### src/rtl/cpu_trace_buffer.sv
// cpu_trace_buffer: circular pc/instr/result trace capture with oldest-first valid/ready readout
// Ports: clk, reset (async, active-high); sample_en/pc_in/instr_in/result_in sample input;
//   arm/mode/trig_en/trig_pc/stop capture control; rd_valid/rd_ready/rd_pc/rd_instr/rd_result/rd_last
//   readout stream; count_out/overflow_out/state_out status.
// Macro TRACE_RESULT_EN: store the result field; otherwise rd_result is tied to 0.
module cpu_trace_buffer #(
  parameter int PC_W = 19,
  parameter int INSTR_W = 19,
  parameter int DATA_W = 19,
  parameter int DEPTH = 16,
  parameter int CNT_W = $clog2(DEPTH) + 1
) (
  input  logic               clk,
  input  logic               reset,
  input  logic               sample_en,
  input  logic [PC_W-1:0]    pc_in,
  input  logic [INSTR_W-1:0] instr_in,
  input  logic [DATA_W-1:0]  result_in,
  input  logic               arm,
  input  logic               mode,
  input  logic               trig_en,
  input  logic [PC_W-1:0]    trig_pc,
  input  logic               stop,
  output logic               rd_valid,
  input  logic               rd_ready,
  output logic [PC_W-1:0]    rd_pc,
  output logic [INSTR_W-1:0] rd_instr,
  output logic [DATA_W-1:0]  rd_result,
  output logic               rd_last,
  output logic [CNT_W-1:0]   count_out,
  output logic               overflow_out,
  output logic [1:0]         state_out
);
  localparam int AW = $clog2(DEPTH);
  localparam logic [1:0] IDLE = 2'd0;
  localparam logic [1:0] WAIT_TRIG = 2'd1;
  localparam logic [1:0] CAPTURE = 2'd2;
  localparam logic [1:0] READOUT = 2'd3;
  localparam logic [CNT_W-1:0] FULL = CNT_W'(DEPTH);
`ifdef TRACE_RESULT_EN
  localparam int EW = PC_W + INSTR_W + DATA_W;
`else
  localparam int EW = PC_W + INSTR_W;
`endif
  logic [EW-1:0] mem [DEPTH];
  logic [EW-1:0] wr_entry, rd_entry;
  logic [1:0] state_q, state_d;
  logic [AW-1:0] wr_ptr_q, wr_ptr_d, rd_ptr_q, rd_ptr_d;
  logic [CNT_W-1:0] count_q, count_d, rem_q, rem_d;
  logic overflow_q, overflow_d, mode_q, mode_d, trig_en_q, trig_en_d;
  logic [PC_W-1:0] trig_pc_q, trig_pc_d;
  logic we;
  always_comb begin
    state_d = state_q;
    wr_ptr_d = wr_ptr_q;
    rd_ptr_d = rd_ptr_q;
    count_d = count_q;
    rem_d = rem_q;
    overflow_d = overflow_q;
    mode_d = mode_q;
    trig_en_d = trig_en_q;
    trig_pc_d = trig_pc_q;
    we = 1'b0;
    case (state_q)
      IDLE: if (arm) begin
        wr_ptr_d = '0;
        count_d = '0;
        overflow_d = 1'b0;
        mode_d = mode;
        trig_en_d = trig_en;
        trig_pc_d = trig_pc;
        state_d = trig_en ? WAIT_TRIG : CAPTURE;
      end
      WAIT_TRIG: if (stop) state_d = IDLE;
      else if (sample_en && pc_in == trig_pc_q) begin
        we = 1'b1;
        wr_ptr_d = wr_ptr_q + 1'b1;
        count_d = CNT_W'(1);
        state_d = CAPTURE;
      end
      CAPTURE: begin
        we = sample_en;
        if (sample_en) begin
          wr_ptr_d = wr_ptr_q + 1'b1;
          overflow_d = overflow_q | (count_q == FULL);
          count_d = (count_q == FULL) ? count_q : count_q + 1'b1;
        end
        // the same-cycle sample is already folded into count_d/wr_ptr_d before leaving
        if ((!mode_q && count_d == FULL) || stop) begin
          state_d = (count_d == '0) ? IDLE : READOUT;
          rd_ptr_d = overflow_d ? wr_ptr_d : '0;
          rem_d = count_d;
        end
      end
      default: if (rd_ready) begin
        rd_ptr_d = rd_ptr_q + 1'b1;
        rem_d = rem_q - 1'b1;
        state_d = (rem_q == CNT_W'(1)) ? IDLE : READOUT;
      end
    endcase
  end
  always_ff @(posedge clk or posedge reset) begin
    if (reset) begin
      state_q <= IDLE;
      wr_ptr_q <= '0;
      rd_ptr_q <= '0;
      count_q <= '0;
      rem_q <= '0;
      overflow_q <= 1'b0;
      mode_q <= 1'b0;
      trig_en_q <= 1'b0;
      trig_pc_q <= '0;
    end else begin
      state_q <= state_d;
      wr_ptr_q <= wr_ptr_d;
      rd_ptr_q <= rd_ptr_d;
      count_q <= count_d;
      rem_q <= rem_d;
      overflow_q <= overflow_d;
      mode_q <= mode_d;
      trig_en_q <= trig_en_d;
      trig_pc_q <= trig_pc_d;
    end
  end
  always_ff @(posedge clk) begin
    if (we) mem[wr_ptr_q] <= wr_entry;
  end
  assign rd_entry = mem[rd_ptr_q];
  assign rd_valid = state_q == READOUT;
  assign rd_last = rd_valid && rem_q == CNT_W'(1);
  assign rd_pc = rd_valid ? rd_entry[EW-1 -: PC_W] : '0;
  assign rd_instr = rd_valid ? rd_entry[EW-PC_W-1 -: INSTR_W] : '0;
`ifdef TRACE_RESULT_EN
  assign wr_entry = {pc_in, instr_in, result_in};
  assign rd_result = rd_valid ? rd_entry[DATA_W-1:0] : '0;
`else
  logic unused_result;
  assign unused_result = ^result_in;
  assign wr_entry = {pc_in, instr_in};
  assign rd_result = '0;
`endif
  assign count_out = count_q;
  assign overflow_out = overflow_q;
  assign state_out = state_q;
endmodule
### config.mk
export PLATFORM = sky130hd
export DESIGN_NAME = cpu_trace_buffer
export DESIGN_NICKNAME = d
export VERILOG_FILES = /design/src/rtl/cpu_trace_buffer.sv
export SDC_FILE = /design/constraint.sdc
export NUM_CORES = 1
export LEC_CHECK = 0
export ABC_AREA = 1
export CELL_PAD_IN_SITES_DETAIL_PLACEMENT = 0
export CELL_PAD_IN_SITES_GLOBAL_PLACEMENT = 2
export CORE_MARGIN = 10
export CORE_UTILIZATION = 35
export CTS_BUF_LIST = sky130_fd_sc_hd__clkbuf_8
export DETAILED_ROUTE_END_ITERATION = 8
export DONT_BUFFER_PORTS = 1
export MAX_ROUTING_LAYER = met4
export PLACE_DENSITY = 0.74
export SYNTH_ARGS = -nofsm -noshare
export SYNTH_HDL_FRONTEND = slang
export SYNTH_SLANG_ARGS = --single-unit
export TNS_END_PERCENT = 10
### constraint.sdc
create_clock -name clk -period 3.35 [get_ports clk]
set_input_delay 0.5025 -clock clk [delete_from_list [all_inputs] [get_ports clk]]
set_output_delay 0.5025 -clock clk [all_outputs]
set_load 0.01 [all_outputs]
-- After elaboration in Yosys (flattened, before gate mapping)
Memories as Yosys holds them, arrays and structs flattened.
Cells that the tools add are included.
- flip-flop bits (word level): 41
- memory bits (writable): 608
- word-level logic and storage cells: 83
- memories kept: 1
- $add $sub $neg: 4
- equal/unequal tests: 12
- mux-type cells: 39
- bitwise gates (word level): 2
- reduce and logical (&&, ||, !) cells: 17
- memory list (name ; depth ; width ; read ports ; clocked after Yosys merged registers in ; write ports ; RTL line ; RTL):
    mem ; 16 ; 38 ; 1 ; 0 ; 1 ; 45 ; logic [EW-1:0] mem [DEPTH];
- operator list (kind ; number):
    two-way mux 5 bit ; 8
    two-way mux 19 bit ; 2
    two-way mux 4 bit ; 7
    equality test 19 bit ; 1
    two-way mux 2 bit ; 8
    case mux 5 bit (3 select lines) ; 1
    case mux 4 bit (3 select lines) ; 1
    equality test 5 bit (second input constant) ; 2
    case mux 5 bit (2 select lines) ; 1
    adder 4 x 1 -> 4 bit (second input constant) ; 2
    != test 2 bit (second input constant) ; 4
    case mux 4 bit (2 select lines) ; 1
    AND reduction 4 bit ; 2
    two-way mux 1 bit ; 7
    case mux 2 bit (3 select lines) ; 1
    adder 5 x 1 -> 5 bit (second input constant) ; 1
    equality test 5 x 1 -> 1 bit (second input constant) ; 1
    zero test 5 bit ; 1
    subtractor 5 x 1 -> 5 bit (second input constant) ; 1
    equality test 2 bit (second input constant) ; 2
    case mux 1 bit (2 select lines) ; 2
    AND reduction 2 bit ; 2
    nonzero test 2 bit ; 2
    nonzero test 4 bit ; 1
    other kinds (11) ; 13

-- Longest topological paths before layout
- depth after elaboration: 9
- mapped depth: 14
- depth with buffers taken out: 14

-- Worst setup path after synthesis
OpenSTA, ideal clock, no wires.
- path type: reg2reg
- from: register state_q[0], in the netlist state_out[0]
- to: memory mem[10][0] (netlist name), enable pin
- setup time: 433 ps
- data arrival time: 3110 ps
- path slack: -193 ps
- cell stages (with the launch flop): 9
- clock period less this slack: 3543 ps
- cell sequence: dfrtp_1 -> inv_1 -> ha_1 -> buf_6 -> clkinv_1 -> o22ai_1 -> nand2_1 -> buf_2 -> nor2_1
- cells in the longest elaborated chain, start to end: 4
- elaborated cells between the ends (all ways): 5
- ends and longest elaborated chain (element ; RTL line ; RTL):
    start: declaration ; 47 ; logic [1:0] state_q, state_d;
    start signal: assignment ; 114 ; state_q <= state_d;
    equality test 2 bit or equality test 2 x 1 -> 1 bit (tied branches) ; 64 ; case (state_q)
    case mux 1 bit (2 select lines) (*) ; 64 ;
    two-way mux 1 bit (*) ; 126 ; if (we) mem[wr_ptr_q] <= wr_entry;
    two-way mux 1 bit (implied by the code) (*) ; 126 ;
    end: declaration ; 45 ;
Every way passes the cells marked *; elsewhere a longest branch is shown, timed or not.

-- Worst setup path in the final report
- from: register rd_ptr_q[1]
- to: output rd_pc[11]
- cells in the longest elaborated chain, start to end: 2
- ends and longest elaborated chain (element ; RTL line ; RTL):
    start: declaration ; 48 ; logic [AW-1:0] wr_ptr_q, wr_ptr_d, rd_ptr_q, rd_ptr_d;
    start signal: assignment ; 116 ; rd_ptr_q <= rd_ptr_d;
    memory read (16 x 38 bit) ; n/a ;
    two-way mux 19 bit ; 131 ; assign rd_pc = rd_valid ? rd_entry[EW-1 -: PC_W] : '0;
    end: declaration ; 26 ; output logic [PC_W-1:0] rd_pc,
No other way between the ends.

==> impl_metrics.ini <==
[timing]
hold_violations = 0
slew_headroom_pct = 36.94
finalMaxSlewViolations = 0
finalClockSkew_ns = 0.04017
fin_setup_tns_ns = 0
period_needed_ns = 3.254
tightest_slew_ns = 0.9445
setup_viol = 0
max_freq_mhz = 307.3
fin_crit_sh_pct = 97.14
rsz0062_at_grt = true

[global_routing]
first_global_vias = 17200
grt_overflow = 0
antenna_found_initial = 3
grt_pass1_wl_um = 109500
grt.total_usage_pct = 17.16
grt_start_max_net_pins = 114

[placement]
port_buffers = 0
post-dp-hpwl_um = 39070
place.gp.congestion = 0.7435
place_inst = 3018

[worst_setup_path]
worst_ep_arrival_time_ns = 2.75
timing.rr.start = state_out[1]$_DFFE_PP0P_
critPathSlowestCell = dfrtp_4
r2r_setup_slack_ns = 0.66
startpoint_type = register
slowest_delay_ns = 0.58
critPathMostFrequentCell = buf_4
reg2reg_to = mem[2][3]$_DFFE_PP_
cp-end-kind = output port
critPathKind = register to output port
crit_chain = inv_4, buf_16, o21ai_0, o221ai_1, o211ai_1, a21oi_1, buf_4, buf_4
crit_fanout = 52
required_ns = 2.85
reg2reg_depth = 10

[pwr]
switching_share_pct = 35.16
clkPwrFrac_pct = 28.1
pwr-share-comb_pct = 30.7
powerDensity_nw_per_um2 = 737.5
ir_worst_vdd_uv = 591.7
seqPwrFrac_pct = 41.2
p_leak_nw = 10.48
net-switching-power_mw = 8.073
power.internal_mw = 14.88

[floorplan]
die_w_um = 295.0
dieArea_um2 = 87010
die_y_um = 295.0
coreArea_um2 = 74700
rows = 100
io_pins = 151
start_util_pct = 35.43

[drt]
drt_pass1_iterations = 5
vias_per_cell = 5.303
drt_wl_total_um = 74940
drt_first_iter_violations = 1344
drc = 0
routedWlPerCell_um = 22.76
final_antenna_net_count = 0
route.vias.total = 17460

[flow_run]
drv_cap = 0

[clock_network]
h-tree-depth = 3
cts_root_buffer = clkbuf_8
insertion_delay_ns = 0.73
cts_tree = done
clock-sinks = 649
clk_pin_slew_ns = 0.06
clk_path_buf_depth = 3
numCtsBuffers = 110

[logic_synthesis]
synth_flop_cell = edfxtp_1
yosys_register_bits = 649
syn_area_um2 = 26460
synth_top_cell_by_area = edfxtp_1
synth_area_leaders = edfxtp_1 (69%), o21ai_0 (5.8%), nor2_1 (5.4%)
synth-edff-count = 608
yosys_warnings = 0
synth_top_area_share_pct = 68.99
yosysUniqueCellTypes = 40
ys_seq_area_share_pct = 72.87
async_flop_share_pct = 6.317
avgSynthCellArea_um2 = 12.72
syn_inst = 2081

[layout]
layout_commonest_cell = edfxtp_1
area_delta_synth_final_pct = 17.63
drive_gt1_share_pct = 13.00
layout_common_cells = edfxtp_1 (608), nor2_1 (364), o21ai_0 (308), nand2_1 (134), clkbuf_8 (110)
fin_cells = 3293
nets = 2330

[min_path]
holdCritPathClass = input port to register
min_to = overflow_out$_DFFE_PP0P_
whs_path_depth = 2
hp-start = arm

[run_status]
status = complete, no violations
==> worst max path at each step <==
| stage | depth (start not counted) | slack [ns] | end | from |
|---|---|---|---|---|
| after floorplan | 8 | -0.19 | mem[10][0]$_DFFE_PP_ | state_out[0]$_DFFE_PP0P_ |
| after global placement | 7 | 0.57 | rd_pc[12] | rd_ptr_q[0]$_DFFE_PP0P_ |
| after detailed placement | 7 | 0.50 | rd_pc[12] | rd_ptr_q[0]$_DFFE_PP0P_ |
| after CTS | 6 | -0.04 | rd_pc[13] | rd_ptr_q[0]$_DFFE_PP0P_ |
| after global routing | 8 | -0.05 | rd_pc[11] | rd_ptr_q[1]$_DFFE_PP0P_ |
| final | 8 | 0.1 | rd_pc[11] | rd_ptr_q[1]$_DFFE_PP0P_ |
==> power by group through the flow <==
stage | sequential (mW) | combinational [mW] | clock [mW]
final | 9.45 | 7.05 | 6.46
after global routing | 9.48 | 7.78 | 7.01
after CTS | 9.45 | 6.88 | 6.63
after detailed placement | 9.65 | 6.44 | 0
after global placement | 9.64 | 6.32 | 0
after floorplan | 9.48 | 4.36 | 0
==> metal layers <==
metal | share of wire [%] | GRT usage [%] | vias up
met1 | 45 | 22.51 | 8802
met3 | 5.8 | 2.970 | 106
li1 | - | - | 8024
met4 | 1.7 | 4.381 | 0
met2 | 48 | 27.41 | 531
met5 | 0 | - | -
==> through the flow <==
stage	hold WS [ns]	worst slack, ns	total power, mW	area [um^2]	util, %
after floorplan	0.4588	-0.1929	13.84	26530	-
after global placement	0.4738	0.5655	15.97	28230	37.79
after detailed placement	0.4780	0.5015	16.09	28230	37.79
after CTS	0.03987	-0.03894	22.96	30990	41.49
after global routing	0.08910	-0.04714	24.27	31130	41.67
final	0.1097	0.09585	22.96	31130	41.67
==> synth_stat cells (5+ instances only) <==
cell and n:
a21oi_1 68, buf_2 33, buf_4 26, clkbuf_1 91
dfrtp_1 41, edfxtp_1 608, ha_1 13, inv_1 67
nand2_1 134, nand2_2 5, nand3_1 53, nor2_1 380
nor3_1 5, o211ai_1 47, o21ai_0 308, o21ai_1 15
o221ai_1 106, o22ai_1 48
==> state kept, by name, summed over array words and instances (netlist names) <==
name,cells
state_out,2
rd_ptr_q,4
wr_ptr_q,4
trig_pc_q,19
overflow_out,1
mem,608
mode_q,1
count_out,5
rem_q,5
==> kinds of logic after synthesis <==
| group | share of synthesized area, % |
|---|---|
| AOI/OAI and AO/OA | 13.68 |
| xor gates and xnor gates | 0.1324 |
| adders and majority gates | 0.6147 |
| buffers and inverters | 3.948 |
| DFF | 72.87 |
| muxes | 0.1277 |
| other | 0.01417 |
| and+or+nand+nor | 8.615 |
==> final cells by class <==
type	instances	area (um^2)
diodes	1	2.502
clock buffers	110	1514
clock inverters	92	488.0
fillers	6880	43570
inverters	72	289.0
multi-input cells	1221	6376
flip-flops and latches	649	19300
well taps	969	1212
repair buffers	178	1941
repair inverters	1	8.758
==> worst max-delay path: cells and delay by family, from the launching register on <==
kind | cells | cell delay [ns]
flip-flops | 1 | 0.58
buffers and inverters | 4 | 0.76
AO/OA/AOI/OAI | 4 | 0.69
==> what timing repair did <==
action / CTS / global route
setup endpoints to repair: 37 / 25
cloned: 2 / 2
hold endpoints to repair: 669 / 0
hold buffers: 59 / 0
pin swaps: 0 / 1
resized for setup: 13 / 13
buffers inserted: 6 / 3
No activity file was read; power rests on OpenSTA's default activity.
